[src/rtl/video_timing_pkg.sv]
// Shared 640x480@60 raster definitions for the pixel-stream path.
// Holds the timing constants, the per-axis phase encoding and the
// test-pattern select encodings used by the generator and the filters.
package video_timing_pkg;

  // Position counters and position buses are all this wide.
  localparam int CW = 13;

  localparam int VGA_H_ACTIVE = 640;
  localparam int VGA_H_FP     = 16;
  localparam int VGA_H_SYNC   = 96;
  localparam int VGA_H_BP     = 48;
  localparam int VGA_V_ACTIVE = 480;
  localparam int VGA_V_FP     = 10;
  localparam int VGA_V_SYNC   = 2;
  localparam int VGA_V_BP     = 33;

  // Pattern geometry: eight bars of 80 px, step edge at column 320.
  localparam int PAT_BAR_W    = 80;
  localparam int PAT_EDGE_COL = 320;

  typedef enum logic [1:0] {
    PH_ACTIVE = 2'd0,
    PH_FRONT  = 2'd1,
    PH_SYNC   = 2'd2,
    PH_BACK   = 2'd3
  } phase_e;

  typedef enum logic [1:0] {
    PAT_BARS    = 2'd0,
    PAT_RAMP    = 2'd1,
    PAT_CHECKER = 2'd2,
    PAT_EDGE    = 2'd3
  } pattern_e;

endpackage

[src/rtl/raster_counter.sv]
// One raster axis: ACTIVE/FRONT/SYNC/BACK phase FSM with an intra-phase
// down-counter, plus an independent position up-counter.
// Ports:
//   clk, rst     - clock, synchronous active-high reset
//   i_en         - advance one position this cycle
//   o_pos        - registered position, 0..TOTAL-1
//   o_pos_nxt    - position after this cycle's edge (equals o_pos if !i_en)
//   o_phase_nxt  - phase after this cycle's edge
//   o_carry      - i_en while at the last position: the axis wraps this edge
// Reset parks the axis at its last position in BACK, so the first enabled
// step lands on position 0 in ACTIVE.
module raster_counter
  import video_timing_pkg::*;
#(
  parameter int ACTIVE = VGA_H_ACTIVE,
  parameter int FP     = VGA_H_FP,
  parameter int SYNC   = VGA_H_SYNC,
  parameter int BP     = VGA_H_BP
)(
  input  logic          clk,
  input  logic          rst,
  input  logic          i_en,
  output logic [CW-1:0] o_pos,
  output logic [CW-1:0] o_pos_nxt,
  output phase_e        o_phase_nxt,
  output logic          o_carry
);

  localparam logic [CW-1:0] LAST = CW'(ACTIVE + FP + SYNC + BP - 1);

  phase_e        r_phase, w_phase_nxt;
  logic [CW-1:0] r_pos, w_pos_nxt;
  logic [CW-1:0] r_left, w_left_nxt;

  // Down-counter reload value on entering a phase.
  function automatic logic [CW-1:0] phase_last(input phase_e ph);
    unique case (ph)
      PH_ACTIVE: phase_last = CW'(ACTIVE - 1);
      PH_FRONT:  phase_last = CW'(FP - 1);
      PH_SYNC:   phase_last = CW'(SYNC - 1);
      default:   phase_last = CW'(BP - 1);
    endcase
  endfunction

  always_comb begin
    w_pos_nxt   = r_pos;
    w_phase_nxt = r_phase;
    w_left_nxt  = r_left;
    if (i_en) begin
      w_pos_nxt = (r_pos == LAST) ? '0 : r_pos + 1'b1;
      if (r_left == '0) begin
        unique case (r_phase)
          PH_ACTIVE: w_phase_nxt = PH_FRONT;
          PH_FRONT:  w_phase_nxt = PH_SYNC;
          PH_SYNC:   w_phase_nxt = PH_BACK;
          default:   w_phase_nxt = PH_ACTIVE;
        endcase
        w_left_nxt = phase_last(w_phase_nxt);
      end else begin
        w_left_nxt = r_left - 1'b1;
      end
    end
  end

  always_ff @(posedge clk) begin
    if (rst) begin
      r_pos   <= LAST;
      r_phase <= PH_BACK;
      r_left  <= '0;
    end else begin
      r_pos   <= w_pos_nxt;
      r_phase <= w_phase_nxt;
      r_left  <= w_left_nxt;
    end
  end

  assign o_pos       = r_pos;
  assign o_pos_nxt   = w_pos_nxt;
  assign o_phase_nxt = w_phase_nxt;
  assign o_carry     = i_en && (r_pos == LAST);

endmodule

[src/rtl/video_stream_gen.sv]
// Raster pixel-stream source: 640x480@60 timing (800x525 total), position
// buses and 24-bit RGB test patterns, one pixel per enabled clock.
// Ports:
//   clk, rst          - pixel clock, synchronous active-high reset
//   en                - pixel-rate enable; everything holds when low
//   pattern_sel[1:0]  - 0 bars, 1 grey ramp, 2 checkerboard, 3 step edge
//   r, g, b           - pixel colour, 0 outside active video
//   col, row          - active position, 0 outside active video
//   x_count, y_count  - full-raster position
//   de, hs_n, vs_n    - active-video flag and active-low syncs
//   frame_start       - high for pixel (0,0) until the next enabled edge
// All outputs are registers updated on the same enabled edge as the
// position, so they always describe the position shown on x/y_count.
module video_stream_gen
  import video_timing_pkg::*;
#(
  parameter int H_ACTIVE = VGA_H_ACTIVE,
  parameter int H_FP     = VGA_H_FP,
  parameter int H_SYNC   = VGA_H_SYNC,
  parameter int H_BP     = VGA_H_BP,
  parameter int V_ACTIVE = VGA_V_ACTIVE,
  parameter int V_FP     = VGA_V_FP,
  parameter int V_SYNC   = VGA_V_SYNC,
  parameter int V_BP     = VGA_V_BP
)(
  input  logic          clk,
  input  logic          rst,
  input  logic          en,
  input  logic [1:0]    pattern_sel,
  output logic [7:0]    r,
  output logic [7:0]    g,
  output logic [7:0]    b,
  output logic [CW-1:0] col,
  output logic [CW-1:0] row,
  output logic [CW-1:0] x_count,
  output logic [CW-1:0] y_count,
  output logic          de,
  output logic          hs_n,
  output logic          vs_n,
  output logic          frame_start
);

  logic [CW-1:0] w_hpos, w_hpos_nxt, w_vpos, w_vpos_nxt;
  phase_e        w_hph_nxt, w_vph_nxt;
  logic          w_hcarry, w_vcarry;

  raster_counter #(
    .ACTIVE(H_ACTIVE), .FP(H_FP), .SYNC(H_SYNC), .BP(H_BP)
  ) u_h (
    .clk         (clk),
    .rst         (rst),
    .i_en        (en),
    .o_pos       (w_hpos),
    .o_pos_nxt   (w_hpos_nxt),
    .o_phase_nxt (w_hph_nxt),
    .o_carry     (w_hcarry)
  );

  // Vertical axis steps once per completed line.
  raster_counter #(
    .ACTIVE(V_ACTIVE), .FP(V_FP), .SYNC(V_SYNC), .BP(V_BP)
  ) u_v (
    .clk         (clk),
    .rst         (rst),
    .i_en        (w_hcarry),
    .o_pos       (w_vpos),
    .o_pos_nxt   (w_vpos_nxt),
    .o_phase_nxt (w_vph_nxt),
    .o_carry     (w_vcarry)
  );

  // Both axes wrapping on the same edge means this edge presents (0,0).
  logic     w_de;
  pattern_e r_pat, w_pat;
  logic [2:0]  w_bar;
  logic [23:0] w_rgb;

  assign w_de  = (w_hph_nxt == PH_ACTIVE) && (w_vph_nxt == PH_ACTIVE);
  // The frame's pixel (0,0) already uses the newly selected pattern.
  assign w_pat = w_vcarry ? pattern_e'(pattern_sel) : r_pat;

  always_comb begin
    w_bar = '0;
    for (int k = 1; k < 8; k++) begin
      if (w_hpos_nxt >= CW'(k * PAT_BAR_W)) w_bar = 3'(k);
    end
  end

  always_comb begin
    w_rgb = '0;
    unique case (w_pat)
      // Bar order white..black maps each component to one inverted index bit.
      PAT_BARS:    w_rgb = {{8{~w_bar[1]}}, {8{~w_bar[2]}}, {8{~w_bar[0]}}};
      PAT_RAMP:    w_rgb = {3{w_hpos_nxt[9:2]}};
      PAT_CHECKER: w_rgb = {24{w_hpos_nxt[5] ^ w_vpos_nxt[5]}};
      default:     w_rgb = {24{w_hpos_nxt >= CW'(PAT_EDGE_COL)}};
    endcase
  end

  always_ff @(posedge clk) begin
    if (rst) begin
      r_pat       <= pattern_e'(pattern_sel);
      r           <= '0;
      g           <= '0;
      b           <= '0;
      col         <= '0;
      row         <= '0;
      de          <= 1'b0;
      hs_n        <= 1'b1;
      vs_n        <= 1'b1;
      frame_start <= 1'b0;
    end else if (en) begin
      r_pat       <= w_pat;
      {r, g, b}   <= w_de ? w_rgb : 24'h0;
      col         <= w_de ? w_hpos_nxt : '0;
      row         <= w_de ? w_vpos_nxt : '0;
      de          <= w_de;
      hs_n        <= (w_hph_nxt != PH_SYNC);
      vs_n        <= (w_vph_nxt != PH_SYNC);
      frame_start <= w_vcarry;
    end
  end

  assign x_count = w_hpos;
  assign y_count = w_vpos;

endmodule

[config.mk]
export PLATFORM = sky130hd
export DESIGN_NAME = video_stream_gen
export DESIGN_NICKNAME = d
export VERILOG_FILES = /design/src/rtl/video_timing_pkg.sv /design/src/rtl/raster_counter.sv /design/src/rtl/video_stream_gen.sv
export SDC_FILE = /design/constraint.sdc
export NUM_CORES = 1
export LEC_CHECK = 0
export CORE_MARGIN = 2
export CORE_UTILIZATION = 50
export CTS_BUF_LIST = sky130_fd_sc_hd__clkbuf_8
export DETAILED_ROUTE_END_ITERATION = 12
export PLACE_DENSITY_LB_ADDON = 0.12
export SLEW_MARGIN = 10
export SYNTH_ARGS = -nofsm -noshare
export SYNTH_HDL_FRONTEND = slang
export SYNTH_SLANG_ARGS = --single-unit
[constraint.sdc]
create_clock -name clk -period 3 [get_ports clk]
set_input_delay 0.6 -clock clk [delete_from_list [all_inputs] [get_ports clk]]
set_output_delay 0.6 -clock clk [all_outputs]
set_load 0.05 [all_outputs]
==> flow_metrics.env, run 1 <==
export IMPL_ios=85
export IMPL_fin_cells=873
export IMPL_tightest_slew_ps=645
export IMPL_powerDensity_nw_per_um2=656
export IMPL_antenna_cells=0
export IMPL_antenna_found_initial=0
export IMPL_top_layer="met4"
export IMPL_grt_max_degree=38
export IMPL_grt_pass1_vias=4693
export IMPL_synth_edf_count=2
export IMPL_drtIter0Drc=223
export IMPL_numCtsBuffers=9
export IMPL_dp_hpwl_mm=9.78
export IMPL_grt_total_usage=0.244
export IMPL_drt_wirelength_per_cell_um=15.5
export IMPL_die_h_um=106
export IMPL_synth_nets=621
export IMPL_seq_power_share=0.389
export IMPL_max_cap_violations=0
export IMPL_hp_class="flop to flop"
export IMPL_fp_dieW_um=106
export IMPL_ys_seq_elements=112
export IMPL_cts_root_buf="clkbuf_8"
export IMPL_core_rowCount=37
export IMPL_synthArstFlopShare=0
export IMPL_clk_latency_ps=390
export IMPL_p_sw_frac=0.381
export IMPL_core_region_area_um2=10200
export IMPL_dieArea_um2=11200
export IMPL_synth_top_cell_by_area="dfxtp_1"
export IMPL_final_layout_size_suffix_gt1_frac=0.164
export IMPL_crit_path_end_kind="flop"
export IMPL_ctsHtreeMaxLevel=3
export IMPL_num_vias=4875
export IMPL_synth_commonest_cells="dfxtp_1 (110), nand2_1 (92), nor2_1 (48), o21ai_0 (45), a21oi_1 (30)"
export IMPL_status="finished, final reports clean"
export IMPL_route_met3_wl_um=592
export IMPL_grt_pass1_wl_mm=22.3
export IMPL_crit_path_start_kind="flop"
export IMPL_yosysSeqAreaShare=0.436
export IMPL_wirelength_mm=13.5
export IMPL_synthCells=605
export IMPL_route_detailed_drc=0
export IMPL_first_pass_iters=5
export IMPL_crit_path_end="g[3]"
export IMPL_layout_nets=748
export IMPL_p_int_uw=2780
export IMPL_worstSetupPathType="flop to flop"
export IMPL_clkSinkCount=112
export IMPL_wl_met1_mm=5.98
export IMPL_ir_worst_vdd_mv=0.369
export IMPL_ys_types=70
export IMPL_synth_warnings=0
export IMPL_setup_viol=0
export IMPL_synth_top_area_share=0.424
export IMPL_gp_congestion=0.831
export IMPL_port_buffers=84
export IMPL_pwr_share_clk=0.233
export IMPL_drtAntennaViolNets=0
export IMPL_globalRouteOverflowTotal=0
export IMPL_via_per_inst=5.58
export IMPL_start_util=0.509
export IMPL_whs_path_depth=1
export IMPL_rsz0062_at_grt="yes"
export IMPL_slew_headroom=0.566
export IMPL_cts_tree="yes"
export IMPL_power_leakage_uw=0.00279
export IMPL_reg2reg_from="u_h.r_left[0]"
export IMPL_r2r_slack_ps=100
export IMPL_area_growth_pct=32.1
export IMPL_place_inst=856
export IMPL_cp_arrival_ps=3190
export IMPL_r2r_cells=12
export IMPL_r2r_end="g[3]"
export IMPL_dr_wl_met2_mm=6.63
export IMPL_maxSlewViolCount=0
export IMPL_worstSetupStartpoint="u_h.r_left[0]"
export IMPL_p_sw_uw=1710
export IMPL_critPathRequiredTime_ps=3300
export IMPL_path_clk_slew_ps=120
export IMPL_syn_area_um2=5190
export IMPL_min_period_ps=2900
export IMPL_fmax_mhz=345
export IMPL_synth_ff_type="dfxtp_1"
export IMPL_syn_area_per_cell_um2=8.58
export IMPL_min_period_over_period=0.966
export IMPL_synthTopCellsByArea="dfxtp_1 (42%), nand2_1 (6.7%), o21ai_0 (4.3%), nor2_1 (3.5%), a21oi_1 (2.9%)"
export IMPL_yosysMostFrequentCell="dfxtp_1"
export IMPL_crit_fanout=18
export IMPL_clk_path_buf_depth=2
export IMPL_total_power_uw=4490
export IMPL_ctsHoldBuffers=0
export IMPL_final_hold_viol_count=0
export IMPL_fin_worst_skew_ps=17.8
export IMPL_combPwrFrac=0.377
[routing by layer]
layer | global-route usage | vias up
met5 | 0 | -
met4 | 0.0836 | 0
met3 | 0.0396 | 28
met2 | 0.419 | 137
met1 | 0.311 | 2318
li1 | - | 2392
[repair_timing]
item / 4_1_cts / 5_1_grt
setup buffers: 0 / 1
endpoints found under the setup margin: 0 / 41
resized for setup: 0 / 10
hold endpoints to repair: 0 / 0
[layout make-up]
cell class	instances	area (µm²)
Clock inverter	7	109
Timing Repair Buffer	142	1300
Tap cell	136	170
Sequential cell	112	2280
Fill cell	843	3330
Inverter	19	71.3
Multi-Input combinational cell	448	2800
Clock buffer	9	124
[kinds of logic after synthesis]
family,Yosys count,synth area share
simple gates,242,0.232
compound gates,160,0.206
flops,112,0.436
buf+inv,45,0.0374
xor+xnor,28,0.0473
fa+ha+maj,11,0.0265
mux,7,0.0145
[metrics by stage]
step	worst slack [ps]	area, µm²	utilization	TNS (ps)	hold WS, ps
after floorplan	-25.6	5250	-	-102	423
after global placement	-188	6580	0.646	-6280	426
after detailed placement	-275	6580	0.646	-7730	434
after CTS	35.9	6810	0.668	0	448
after global routing	-38.2	6850	0.673	-326	458
final	102	6850	0.673	0	454
[power groups by stage]
stage	clock network, µW	registers, µW	logic [µW]
4_1_cts	1060	1740	1650
3_3_place_gp	0	1770	1610
6_report	1050	1750	1700
5_1_grt	1120	1770	1860
3_5_place_dp	0	1780	1640
2_1_floorplan	0	1860	1020
[state kept, by name, summed over array words and instances, names as in the netlist, 13 cells and up]
signal / flops
u_h.r_left: 13
col: 13
u_v.r_left: 13
u_h.o_pos: 13
u_v.o_pos: 13
row: 13
[critical path, stage by stage (launching register included)]
cell and delay, ps:
dfxtp_1 340, inv_1 60, ha_1 190, or4b_4 480, or2_2 330, nor3_4 210, buf_4 170, mux2_2 370
o2111ai_4 120, a21o_4 140, buf_6 160, a21oi_1 60, a21o_1 170
[worst min-delay path by stage]
| stage | endpoint | start | slack, ps |
|---|---|---|---|
| 2_1_floorplan | u_v.r_left[12] | u_v.r_left[12] | 420 |
| 3_3_place_gp | u_v.r_left[12] | u_v.r_left[12] | 430 |
| 3_5_place_dp | u_v.r_left[12] | u_v.r_left[12] | 430 |
| 4_1_cts | u_v.r_left[12] | u_v.r_left[12] | 450 |
| 5_1_grt | u_v.r_left[12] | u_v.r_left[12] | 460 |
| 6_report | u_v.r_left[12] | u_v.r_left[12] | 450 |
[cell usage in the layout, fill, tap and decap left out, types with 7 or more instances in the layout]
| cell type | n |
|---|---|
| dfxtp_2 | 8 |
| ha_1 | 11 |
| nor3_1 | 17 |
| nand2_1 | 92 |
| nand2b_1 | 12 |
| o21ai_1 | 10 |
| a21o_1 | 13 |
| o21ai_0 | 45 |
| xnor2_1 | 15 |
| nand3_1 | 14 |
| or2_2 | 8 |
| nor2_1 | 47 |
| o211ai_1 | 8 |
| dfxtp_1 | 100 |
| inv_1 | 18 |
| or3_1 | 10 |
| clkbuf_8 | 9 |
| buf_4 | 55 |
| a22o_1 | 11 |
| a21oi_1 | 29 |
| clkdlybuf4s50_1 | 84 |
| xor2_1 | 13 |
| nand4_1 | 7 |
Note: power is estimated with default switching activity, not from simulation.
==> run 2: changes to the inputs <==
--- a/config.mk
+++ b/config.mk
@@ -6,7 +6,7 @@
 export NUM_CORES = 1
 export LEC_CHECK = 0
 export CORE_MARGIN = 2
-export CORE_UTILIZATION = 50
+export CORE_UTILIZATION = 55
 export CTS_BUF_LIST = sky130_fd_sc_hd__clkbuf_8
 export DETAILED_ROUTE_END_ITERATION = 12
 export PLACE_DENSITY_LB_ADDON = 0.12
==> constraint.sdc (replaced) <==
create_clock -name clk -period 2.9 [get_ports clk]
set_input_delay 0.58 -clock clk [delete_from_list [all_inputs] [get_ports clk]]
set_output_delay 0.58 -clock clk [all_outputs]
set_load 0.05 [all_outputs]
==> run 2 against run 1 <==
Count of clock-buffer cells in the layout is the same. Critical path depth shrank 3. Wire length shrank 0.24%. Via count is essentially flat. Clock skew shrank 5.9 ps. Setup slack lost 90 ps. Clock power shrank 14%. Sequential share of layout area shrank 0.23 points. Core utilization grew 8.1 points. Non-clock buffer count grew 11. Largest cell class unchanged. Largest power group is now combinational logic. Highest routed layer unchanged.
==> flow_metrics.env, run 2 (synthesis gave the netlist of run 1 again) <==
export IMPL_status="finished, final reports clean"
export IMPL_drtIter0Drc=219
export IMPL_fp_dieW_um=101
export IMPL_fmax_mhz=346
export IMPL_crit_path_end_kind="flop"
export IMPL_ctsHoldBuffers=0
export IMPL_first_pass_iters=5
export IMPL_slew_headroom=0.567
export IMPL_hold_ws_ps=449
export IMPL_tightest_slew_ps=644
export IMPL_gp_congestion=0.882
export IMPL_ios=85
export IMPL_nFillCells=697
export IMPL_grt_pass1_wl_mm=21.9
export IMPL_place_worst_setup_slack_ps=-351
export IMPL_max_cap_violations=0
export IMPL_wirelength_mm=13.5
export IMPL_fin_worst_skew_ps=11.9
export IMPL_crit_path_start_kind="flop"
export IMPL_cts_tree="yes"
export IMPL_rsz0062_at_grt="yes"
export IMPL_post_route_util=0.754
export IMPL_port_buffers=84
export IMPL_worstSetupPathType="flop to flop"
export IMPL_critPathRequiredTime_ps=3220
export IMPL_power_leakage_uw=0.00285
export IMPL_numCtsBuffers=9
export IMPL_final_hold_viol_count=0
export IMPL_ctsHtreeMaxLevel=3
export IMPL_num_vias=4879
export IMPL_core_rowCount=35
export IMPL_min_period_over_period=0.996
export IMPL_clk_path_buf_depth=2
export IMPL_clkSinkCount=112
export IMPL_final_common_cell="dfxtp_1"
export IMPL_maxSlewViolCount=0
export IMPL_grt_max_degree=40
export IMPL_dieArea_um2=10200
export IMPL_cts_root_buf="clkbuf_8"
export IMPL_drt_wirelength_per_cell_um=15.7
export IMPL_dp_hpwl_mm=10.0
export IMPL_antenna_found_initial=0
export IMPL_powerDensity_nw_per_um2=655
export IMPL_core_region_area_um2=9200
export IMPL_clk_latency_ps=380
export IMPL_worst_slack_ps=12.3
export IMPL_cp_arrival_ps=3210
export IMPL_grt_pass1_vias=4692
export IMPL_ir_worst_vdd_mv=0.439
export IMPL_finalSetupTns_ps=0
export IMPL_area_growth_pct=33.6
export IMPL_grt_total_usage=0.267
export IMPL_layout_common_cells="dfxtp_1 (98), nand2_1 (89), clkdlybuf4s50_1 (83)"
export IMPL_start_util=0.564
export IMPL_final_layout_size_suffix_gt1_frac=0.194
export IMPL_via_per_inst=5.68
export IMPL_setup_viol=0
export IMPL_layout_nets=759
export IMPL_drtAntennaViolNets=0
export IMPL_route_detailed_drc=0
export IMPL_antenna_cells=0
export IMPL_min_period_ps=2890
export IMPL_crit_fanout=6
export IMPL_path_clk_slew_ps=100
export IMPL_hp_class="flop to flop"
export IMPL_globalRouteOverflowTotal=0
export IMPL_die_h_um=101
[run 2: cell count changes in the layout (fill, tap and decap cells not counted), sizes merged]
cell | before | now
buf | 58 | 69
dlymetal6s2s | 0 | 1
inv | 22 | 19
clkinvlp | 0 | 1
bufinv | 2 | 1
clkinv | 2 | 5
clkdlybuf4s50 | 84 | 83
[run 2: power breakdown]
part           internal (µW)  leakage [µW]  switching [µW]
combinational            749       0.00184            1080
sequential              1670      0.000915             142
clock                    392     0.0000978             509
[run 2: final timing paths]
check	from	to	slack, ps	depth (start not counted)
min	u_v.r_left[12]	u_v.r_left[12]	450	1
max reg2reg	u_h.o_pos[7]	g[5]	10	9
max	u_h.o_pos[7]	g[5]	10	9
min reg2reg	u_v.r_left[12]	u_v.r_left[12]	450	1
[run 2: final cells by class]
cell class	count	area, µm²	area share
tap	111	139	0.0200
clock buffer	9	124	0.0179
multi-input combinational	448	2860	0.412
inverter	19	71.3	0.0103
timing repair buffer	153	1390	0.200
sequential	112	2290	0.330
clock inverter	7	63.8	0.00921
[run 2: per-stage QoR]
step	std cells	total power, µW	area, µm²
global route	859	4820	6930
global placement	838	3520	6640
detailed placement	838	3580	6640
CTS	854	4480	6820
finish	859	4540	6930
floorplan	605	3010	5290
[run 2: critical path, stage by stage (launching register included)]
cell and delay [ps]:
dfxtp_4 350, or4_4 540, or4_4 580, o31a_1 350
or3_4 350, a21oi_4 190, buf_12 140, o21ai_2 70
a21oi_1 160, a21o_1 100
[run 2: per-layer routing]
metal  track usage  vias to the layer above  routed length, µm
met2         0.461                      117               6690
met1         0.341                     2340               6030
met5             0                        -                  0
met4        0.0832                        0                131
li1              -                     2410                  -
met3        0.0490                       12                616
[run 2: timing repair]
action | CTS | global route
hold endpoints to repair | 0 | 0
pin swaps | 1 | 14
setup endpoints to repair | 6 | 31
resized for setup | 0 | 15
buffers inserted | 0 | 5
==> run 3: changes to the inputs <==
--- a/config.mk
+++ b/config.mk
@@ -5,11 +5,12 @@
 export SDC_FILE = /design/constraint.sdc
 export NUM_CORES = 1
 export LEC_CHECK = 0
-export CORE_MARGIN = 2
+export CORE_MARGIN = 5
 export CORE_UTILIZATION = 55
 export CTS_BUF_LIST = sky130_fd_sc_hd__clkbuf_8
 export DETAILED_ROUTE_END_ITERATION = 12
 export PLACE_DENSITY_LB_ADDON = 0.12
+export SKIP_LAST_GASP = 1
 export SLEW_MARGIN = 10
 export SYNTH_ARGS = -nofsm -noshare
 export SYNTH_HDL_FRONTEND = slang
==> run 3 against run 2 <==
The run now ends with setup timing left. Sequential share of layout area increased by 0.22 points. Design area decreased by 0.60%. Clock power decreased by 4.7%. Non-clock buffer count decreased by 6. Total power decreased by 1.0%. Fmax decreased by 0.58%. Largest cell class unchanged. Largest power group unchanged.
==> flow_metrics.env, run 3 (synthesis gave the netlist of run 1 again) <==
export IMPL_max_cap_violations=0
export IMPL_critPathRequiredTime_ps=3220
export IMPL_layout_common_cells="dfxtp_1 (97), nand2_1 (89), clkdlybuf4s50_1 (83)"
export IMPL_drtAntennaViolNets=0
export IMPL_antenna_found_initial=0
export IMPL_setup_viol=3
export IMPL_reg2reg_from="u_h.o_pos[6]"
export IMPL_worstSetupPathType="flop to flop"
export IMPL_hold_ws_ps=451
export IMPL_start_util=0.562
export IMPL_wirelength_mm=13.9
export IMPL_ir_worst_vdd_mv=0.450
export IMPL_powerDensity_nw_per_um2=653
export IMPL_crit_path_start_kind="flop"
export IMPL_violations="setup timing"
export IMPL_crit_fanout=7
export IMPL_cp_arrival_ps=3230
export IMPL_status="finished with violations"
export IMPL_whs_path_depth=2
export IMPL_post_route_util=0.746
export IMPL_core_rowCount=35
export IMPL_layout_nets=753
export IMPL_r2r_slack_ps=-5
export IMPL_hold_start="r[6]"
export IMPL_r2r_end="r[1]"
export IMPL_rsz0062_at_grt="yes"
export IMPL_final_hold_viol_count=0
export IMPL_ctsHoldBuffers=0
export IMPL_ios=85
export IMPL_path_clk_slew_ps=100
export IMPL_final_layout_size_suffix_gt1_frac=0.196
export IMPL_clk_latency_ps=390
export IMPL_port_buffers=84
export IMPL_num_vias=4929
export IMPL_first_pass_iters=5
export IMPL_hp_class="flop to flop"
export IMPL_antenna_cells=0
export IMPL_cts_tree="yes"
export IMPL_grt_total_usage=0.245
export IMPL_worst_slack_ps=-4.60
export IMPL_min_period_over_period=1.00
export IMPL_gp_congestion=0.953
export IMPL_drtIter0Drc=301
export IMPL_min_period_ps=2900
export IMPL_cts_root_buf="clkbuf_8"
export IMPL_crit_path_end_kind="flop"
export IMPL_grt_pass1_wl_mm=22.8
export IMPL_fmax_mhz=344
export IMPL_grt_max_degree=21
export IMPL_route_detailed_drc=0
export IMPL_ctsHtreeMaxLevel=3
export IMPL_whs_endpoint="r[6]"
export IMPL_tightest_slew_ps=679
export IMPL_numCtsBuffers=9
export IMPL_finalSetupTns_ps=-7.28
export IMPL_power_leakage_uw=0.00282
export IMPL_worstSetupStartpoint="u_h.o_pos[6]"
export IMPL_core_region_area_um2=9240
export IMPL_grt_pass1_vias=4777
export IMPL_slew_headroom=0.543
export IMPL_maxSlewViolCount=0
export IMPL_area_growth_pct=32.8
export IMPL_globalRouteOverflowTotal=0
export IMPL_clk_path_buf_depth=2
export IMPL_fin_worst_skew_ps=7.47
export IMPL_dieArea_um2=11500
export IMPL_drt_wirelength_per_cell_um=16.0
export IMPL_final_common_cell="dfxtp_1"
export IMPL_r2r_cells=8
export IMPL_dp_hpwl_mm=10.3
export IMPL_via_per_inst=5.67
export IMPL_die_h_um=107
export IMPL_fp_dieW_um=107
export IMPL_clkSinkCount=112
-- run 3: worst max-delay path: stages, from the launching register on --
cell and delay [ps]:
dfxtp_4 350, or4_4 570, or4_4 470, o31a_1 320, or3_4 400, a21oi_4 330, or2_4 230, a21boi_1 70
o21ai_1 110
-- run 3: through the flow --
| stage | area, µm² | total power [µW] | std cells | setup slack [ps] |
|---|---|---|---|---|
| 3_5_place_dp | 6640 | 3590 | 853 | -356 |
| 3_3_place_gp | 6640 | 3540 | 853 | -319 |
| 4_1_cts | 6810 | 4440 | 868 | 22.5 |
| 2_1_floorplan | 5290 | 3010 | 605 | -61.9 |
| 5_1_grt | 6890 | 4760 | 870 | -71.3 |
| 6_report | 6890 | 4500 | 870 | -4.60 |
-- run 3: layer usage --
metal | part of all wire | global-route usage | up-vias
met3 | 0.063 | 0.0530 | 34
met1 | 0.43 | 0.308 | 2312
met2 | 0.48 | 0.408 | 173
met4 | 0.022 | 0.0977 | 0
li1 | - | - | 2410
met5 | 0 | 0 | -
-- run 3: worst max-delay path by stage --
stage            to  slack [ps]  cells past startpoint
2_1_floorplan  r[0]         -60                     11
3_3_place_gp   r[2]        -320                      9
3_5_place_dp   r[2]        -360                      9
4_1_cts        b[0]          20                     10
5_1_grt        r[1]         -70                      8
6_report       r[1]          -5                      8
-- run 3: layout make-up --
type | instances | area, µm²
Clock buffer | 10 | 138
Multi-Input combinational cell | 448 | 2870
Tap cell | 129 | 161
Timing Repair Buffer | 147 | 1330
Clock inverter | 5 | 32.5
Inverter | 19 | 71.3
Fill cell | 702 | 2350
Sequential cell | 112 | 2290
-- run 3: where the power goes --
part | internal [µW] | switching, µW | total [µW] | leakage [µW]
Clock | 332 | 526 | 859 | 0.0000923
Sequential | 1670 | 142 | 1810 | 0.000915
Combinational | 733 | 1090 | 1830 | 0.00181
Total | 2740 | 1760 | 4500 | 0.00282
-- run 3: repair_timing --
| action | CTS | global route |
|---|---|---|
| endpoints found under the hold margin | 0 | 0 |
| resized for setup | 0 | 22 |
| endpoints found under the setup margin | 8 | 37 |
| buffers inserted | 0 | 2 |
| pin swaps | 1 | 10 |
==> patch 1 (flow settings as in run 2) <==
The package constant `CW` goes from 13 to 15.
--- a/src/rtl/video_timing_pkg.sv
+++ b/src/rtl/video_timing_pkg.sv
@@ -5,5 +5,5 @@
 
   // Position counters and position buses are all this wide.
-  localparam int CW = 13;
+  localparam int CW = 15;
 
   localparam int VGA_H_ACTIVE = 640;
Ports: changed (resized col, row, x_count and y_count); port bits go from 85 to 93. The function was not compared with the original's and may differ.
==> patch 1 against run 2 <==
Sequential cell count grew 12; clock power grew 81%; total power grew 29%; routed wire length grew 26%; final cell count grew 17%; synthesized cell count grew 13%; fmax grew 1.6%; final area grew 17%; utilization grew 3.0 points; setup slack gained 46 ps; area after synthesis grew 13%; clock skew shrank 4.4 ps.
==> patch 1: results (changes against run 2) <==
Worst setup path
The largest fanout on the critical path came to 8 (was 6). The depth of the most critical reg-to-reg path is 11 (was 9). The maximum single-stage delay on the critical path came to 530 ps (was 580 ps). The cell with the largest stage delay on the worst path is or4_4 (unchanged). The startpoint of the worst register-to-register path is u_h.o_pos[0] (was u_h.o_pos[7]). The reg-to-reg endpoint is b[6] (was g[5]).

The type of destination of the critical path was a flop (unchanged). The worst path arrival time came to 3180 ps (was 3210 ps). The category of the worst setup path launch point is a flop (unchanged).

Placed design
The weighted congestion at the end of routability-driven global placement is 0.936 (was 0.882). The placement-stage cell area came to 7480 um2 (was 6640 um2). The count of buffers inserted at the top-level ports is 92 (was 84). The placement-stage worst setup slack was -701 ps (was -351 ps). The final HPWL from detailed placement was 11,700 um (was 10,000 um).

Clock tree
The total CTS buffers is 17 (was 9). The number of levels in the clock H-tree is 4 (was 3). The CTS clock-pin slew for the worst setup and hold paths came to 70 ps (was 100 ps). The root buffer cell is clkbuf_8 (unchanged). The latest clock arrival within the worst-skew pair is 450 ps (was 380 ps). The number of buffers on the longest clock path is 2 (unchanged).

Detailed routing
The vias after detailed routing came to 5,879 (was 4,879). The detailed-router iteration count before antenna repair is 5 (unchanged). The routed wire length came to 17,000 um (was 13,500 um).

The count of routing violations after the opening detailed-route iteration was 430 (was 219).

STA
The shortest clock period the worst path allows after layout came to 2840 ps (was 2890 ps). The worst slew margin relative to its limit is 62.4% (was 56.7%). The setup clock skew after layout is 7.43 ps (was 11.9 ps).

GRT
The global router's overall resource usage came to 30.3% (was 26.7%). The pin count of the biggest net entering global routing was 45 (was 40). The global route total overflow is 0 (unchanged). The number of antenna violations at the first check in global routing is 0 (unchanged). The number of global-route vias before repair was 5,662 (was 4,692). The global-route wire length before repair is 27,300 um (was 21,900 um).

Yosys
The number of unique standard cell types used by synthesis is 68 (was 70). Top cells by count, synth: dfxtp_1, nand2_1, nor2_1 (unchanged). The number of enable-type register cells in the synthesized netlist came to 2 (unchanged). The warning count from the yosys run is 0 (unchanged). Top cells by area in the synthesized netlist: dfxtp_1, nand2_1, nor2_1 (was dfxtp_1, nand2_1, o21ai_0).

The sequential fraction of the synthesis area is 42.8% (was 43.6%). The net count after synthesis is 701 (was 621). The share of flip-flops with an asynchronous set or reset came to 0% (unchanged).

Pwr
The static leakage power is 3.40 nW (was 2.85 nW). The worst-case vdd ir drop came to 0.000709 V (was 0.000439 V).

Finish
The net count of the finished layout came to 867 (was 759). The share of final-layout standard cells stronger than drive strength 1 is 19.7% (was 19.4%).

Hold path
The worst min-delay path class is flop to flop (unchanged). The instance count along the most critical hold path is 1 (unchanged).

Outcome
Run status: finished, final reports clean (unchanged).
## patch 1: cell types whose count changed in the layout (fill, tap and decap cells not counted), sizes merged, moves of 11 or more
cell / before / now
a211o: 3 / 16
buf: 69 / 87
clkbuf: 9 / 21
dfxtp: 110 / 122
nand2: 92 / 80
nand3: 14 / 25
nor2: 48 / 79
o21ai: 55 / 43
## patch 1: worst min path at each step
stage	start	end	slack, ps
after floorplan	u_h.r_left[14]	u_h.r_left[14]	450
after global placement	de	de	430
after detailed placement	g[5]	g[5]	440
after CTS	g[5]	g[5]	460
after global routing	g[5]	g[5]	480
final	g[5]	g[5]	460
## patch 1: critical path: cells and delay by family (launching register included)
family / cells / cell delay, ps
AO/OA/AOI/OAI: 3 / 490
adder cells (fa/ha/maj): 1 / 200
buffers and inverters: 3 / 500
flip-flops: 1 / 350
AND/OR/NAND/NOR: 4 / 1180
## patch 1: logic make-up after synthesis
logic type | count (synthesis) | synth area share [%]
AO/OA/AOI/OAI | 156 | 18.0
XOR/XNOR | 35 | 5.25
adder cells (fa/ha/maj) | 11 | 2.36
buffers and inverters | 53 | 3.71
flip-flops | 124 | 42.8
multiplexers | 10 | 1.93
AND/OR/NAND/NOR | 296 | 25.9
## patch 1: layer usage
layer,vias to the layer above,routed length [um],GRT usage [%]
met5,-,0,0
met4,0,314,11.0
met3,39,1100,7.29
met2,229,8370,51.3
met1,2823,7200,37.3
li1,2788,-,-
## patch 1: area by class of cell
cell class	instances	area, um2
repair buffers	179	1640
flip-flops and latches	124	2520
multi-input cells	508	3250
well taps	136	170
fillers	701	2240
clock inverters	11	139
inverters	21	78.8
clock buffers	21	289
diodes	1	2.50
## patch 1: metrics by stage
step	setup TNS, ps	power [mW]	hold slack [ps]	instances
floorplan	-10.5	3.42	447	685
global placement	-21310	4.05	431	961
detailed placement	-23840	4.13	443	961
CTS	0	5.78	461	999
global route	-47.6	6.15	480	1000
finish	0	5.84	458	1001
## patch 1: repair_timing
action / CTS / global route
endpoints found under the setup margin: 23 / 23
gates cloned: 1 / 0
gates resized for setup: 15 / 13
endpoints found under the hold margin: 0 / 0
buffers inserted: 6 / 5
pin swaps: 4 / 5
## patch 1: report_power, final
part | leakage, nW | switching [mW] | total [mW] | internal [mW]
registers | 1.01 | 0.185 | 2.05 | 1.86
logic | 2.17 | 1.26 | 2.16 | 0.900
clock network | 0.218 | 0.694 | 1.63 | 0.936
total | 3.40 | 2.14 | 5.84 | 3.70
==> patch 2 (settings of run 2) <==
Made on the original files. Re-encode `phase_e` (4 values) as one-hot, 4 bits wide.
--- a/src/rtl/video_timing_pkg.sv
+++ b/src/rtl/video_timing_pkg.sv
@@ -20,9 +20,9 @@
   localparam int PAT_EDGE_COL = 320;
 
-  typedef enum logic [1:0] {
-    PH_ACTIVE = 2'd0,
-    PH_FRONT  = 2'd1,
-    PH_SYNC   = 2'd2,
-    PH_BACK   = 2'd3
+  typedef enum logic [3:0] {
+    PH_ACTIVE = 4'b0001,
+    PH_FRONT  = 4'b0010,
+    PH_SYNC   = 4'b0100,
+    PH_BACK   = 4'b1000
   } phase_e;
 
Formal check against the unedited RTL: no difference found for any inputs over 10 cycles, from zero or initial values and one cycle with rst high; not proved beyond that.
==> patch 2 against run 2 <==
Sequential cell count up 4; critical path type unchanged; final area up 2.7%; setup slack better by 100 ps; total power up 15%; routed wire length up 8.2%; area after synthesis up 2.6%; clock power up 68%.
==> patch 2: results (changes against run 2) <==
Clock tree
The CTS clock-pin slew for the worst setup and hold paths is 70 ps (was 100 ps). The number of buffers on the longest clock path was 2 (unchanged). The total CTS buffers is 17 (was 9). The number of levels in the clock H-tree is 4 (was 3). The latest clock arrival within the worst-skew pair is 420 ps (was 380 ps).

GRT
The number of global-route vias before repair is 4,907 (was 4,692). The global router's overall resource usage is 28.5% (was 26.7%). The pin count of the biggest net entering global routing is 38 (was 40).

The global-route wire length before repair is 23,300 um (was 21,900 um).

Worst setup path
The maximum single-stage delay on the critical path came to 520 ps (was 580 ps). The cell with the largest stage delay on the worst path was or4bb_1 (was or4_4). The largest fanout on the critical path came to 8 (was 6).

Placed design
The weighted congestion at the end of routability-driven global placement is 0.976 (was 0.882). The final HPWL from detailed placement is 10,500 um (was 10,000 um). The placement-stage cell area came to 6630 um2 (was 6640 um2). The count of buffers inserted at the top-level ports is 84 (unchanged). The cell count after placement is 879 (was 838). The placement-stage worst setup slack was -561 ps (was -351 ps).

Yosys
The cell count after synthesis came to 643 (was 605). Top cells by count, synth: dfxtp_1, nand2_1, nor2_1 (unchanged). Top cells by area in the synthesized netlist: dfxtp_1, nand2_1, nor2_1 (was dfxtp_1, nand2_1, o21ai_0). The net count after synthesis is 653 (was 621). The sequential fraction of the synthesis area was 44.0% (was 43.6%). The warning count from the yosys run was 0 (unchanged). The share of flip-flops with an asynchronous set or reset is 0% (unchanged). The number of unique standard cell types used by synthesis is 58 (was 70). The number of enable-type register cells in the synthesized netlist is 2 (unchanged).

Pwr
The areal power density over the cells is 737 nW/um2 (was 655 nW/um2). The worst-case vdd ir drop is 0.000599 V (was 0.000439 V). The static leakage power is 2.84 nW (was 2.85 nW).

Detailed routing
The count of routing violations after the opening detailed-route iteration came to 237 (was 219). The vias per cell is 5.76 (was 5.68). The detailed-router iteration count before antenna repair was 5 (unchanged). The routed wire length is 14,600 um (was 13,500 um). The post-detailed-route wirelength per cell is 15.9 um (was 15.7 um).

Outcome
Run status: finished, final reports clean (unchanged).

Finish
The share of final-layout standard cells stronger than drive strength 1 was 16.4% (was 19.4%). The net count of the finished layout came to 782 (was 759). The total inserted antenna cells was 0 (unchanged).

Hold path
The worst min-delay path class is flop to flop (unchanged).

STA
The slew at the pin closest to its max-slew limit is 682 ps (was 644 ps). The setup clock skew after layout is 9.81 ps (was 11.9 ps).
-- patch 2: final timing paths --
kind | end | start | depth (start not counted) | slack [ps]
min reg2reg | de | de | 2 | 440
max | r[2] | u_h.r_left[0] | 9 | 110
min | de | de | 2 | 440
max reg2reg | r[2] | u_h.r_left[0] | 9 | 110
-- patch 2: cell type report --
class | count | area [um2]
Multi-Input combinational cell | 478 | 2850
Sequential cell | 116 | 2350
Fill cell | 677 | 2210
Timing Repair Buffer | 144 | 1300
Clock buffer | 19 | 262
Tap cell | 129 | 161
Clock inverter | 13 | 143
Inverter | 15 | 56.3
-- patch 2: cells by family (layout without fill, tap and decap cells) --
family / count (synthesis) / after routing / share of synthesized area (%)
AND/OR/NAND/NOR: 302 / 302 / 28.5
AO/OA/AOI/OAI: 130 / 130 / 15.2
flip-flops: 116 / 116 / 44.0
buffers and inverters: 49 / 191 / 3.92
XOR/XNOR: 31 / 31 / 5.10
multiplexers: 10 / 10 / 2.07
adder cells (fa/ha/maj): 5 / 5 / 1.17
-- patch 2: report_power, final --
part	internal [mW]	switching (mW)	total [mW]
combinational	0.746	1.06	1.81
clock	0.878	0.630	1.51
sequential	1.74	0.182	1.93
total	3.37	1.88	5.24
-- patch 2: routing by layer --
layer	routed length (um)	vias up	GRT usage, %
met1	6150	2496	35.3
met5	0	-	0
met4	363	0	12.5
met3	788	32	5.75
met2	7270	197	48.1
li1	-	2540	-
-- patch 2: timing repair --
item                       in CTS  in global routing
setup endpoints to repair       8                 25
gates resized for setup         1                 12
pin swaps                       0                  5
buffers inserted                0                  3
-- patch 2: critical path, delay by kind of cell (launching register included) --
kind / cells / cell delay [ps]
compound gates: 1 / 470
simple gates: 5 / 1420
flops: 1 / 350
mux: 1 / 220
buf+inv: 1 / 70
fa+ha+maj: 1 / 190
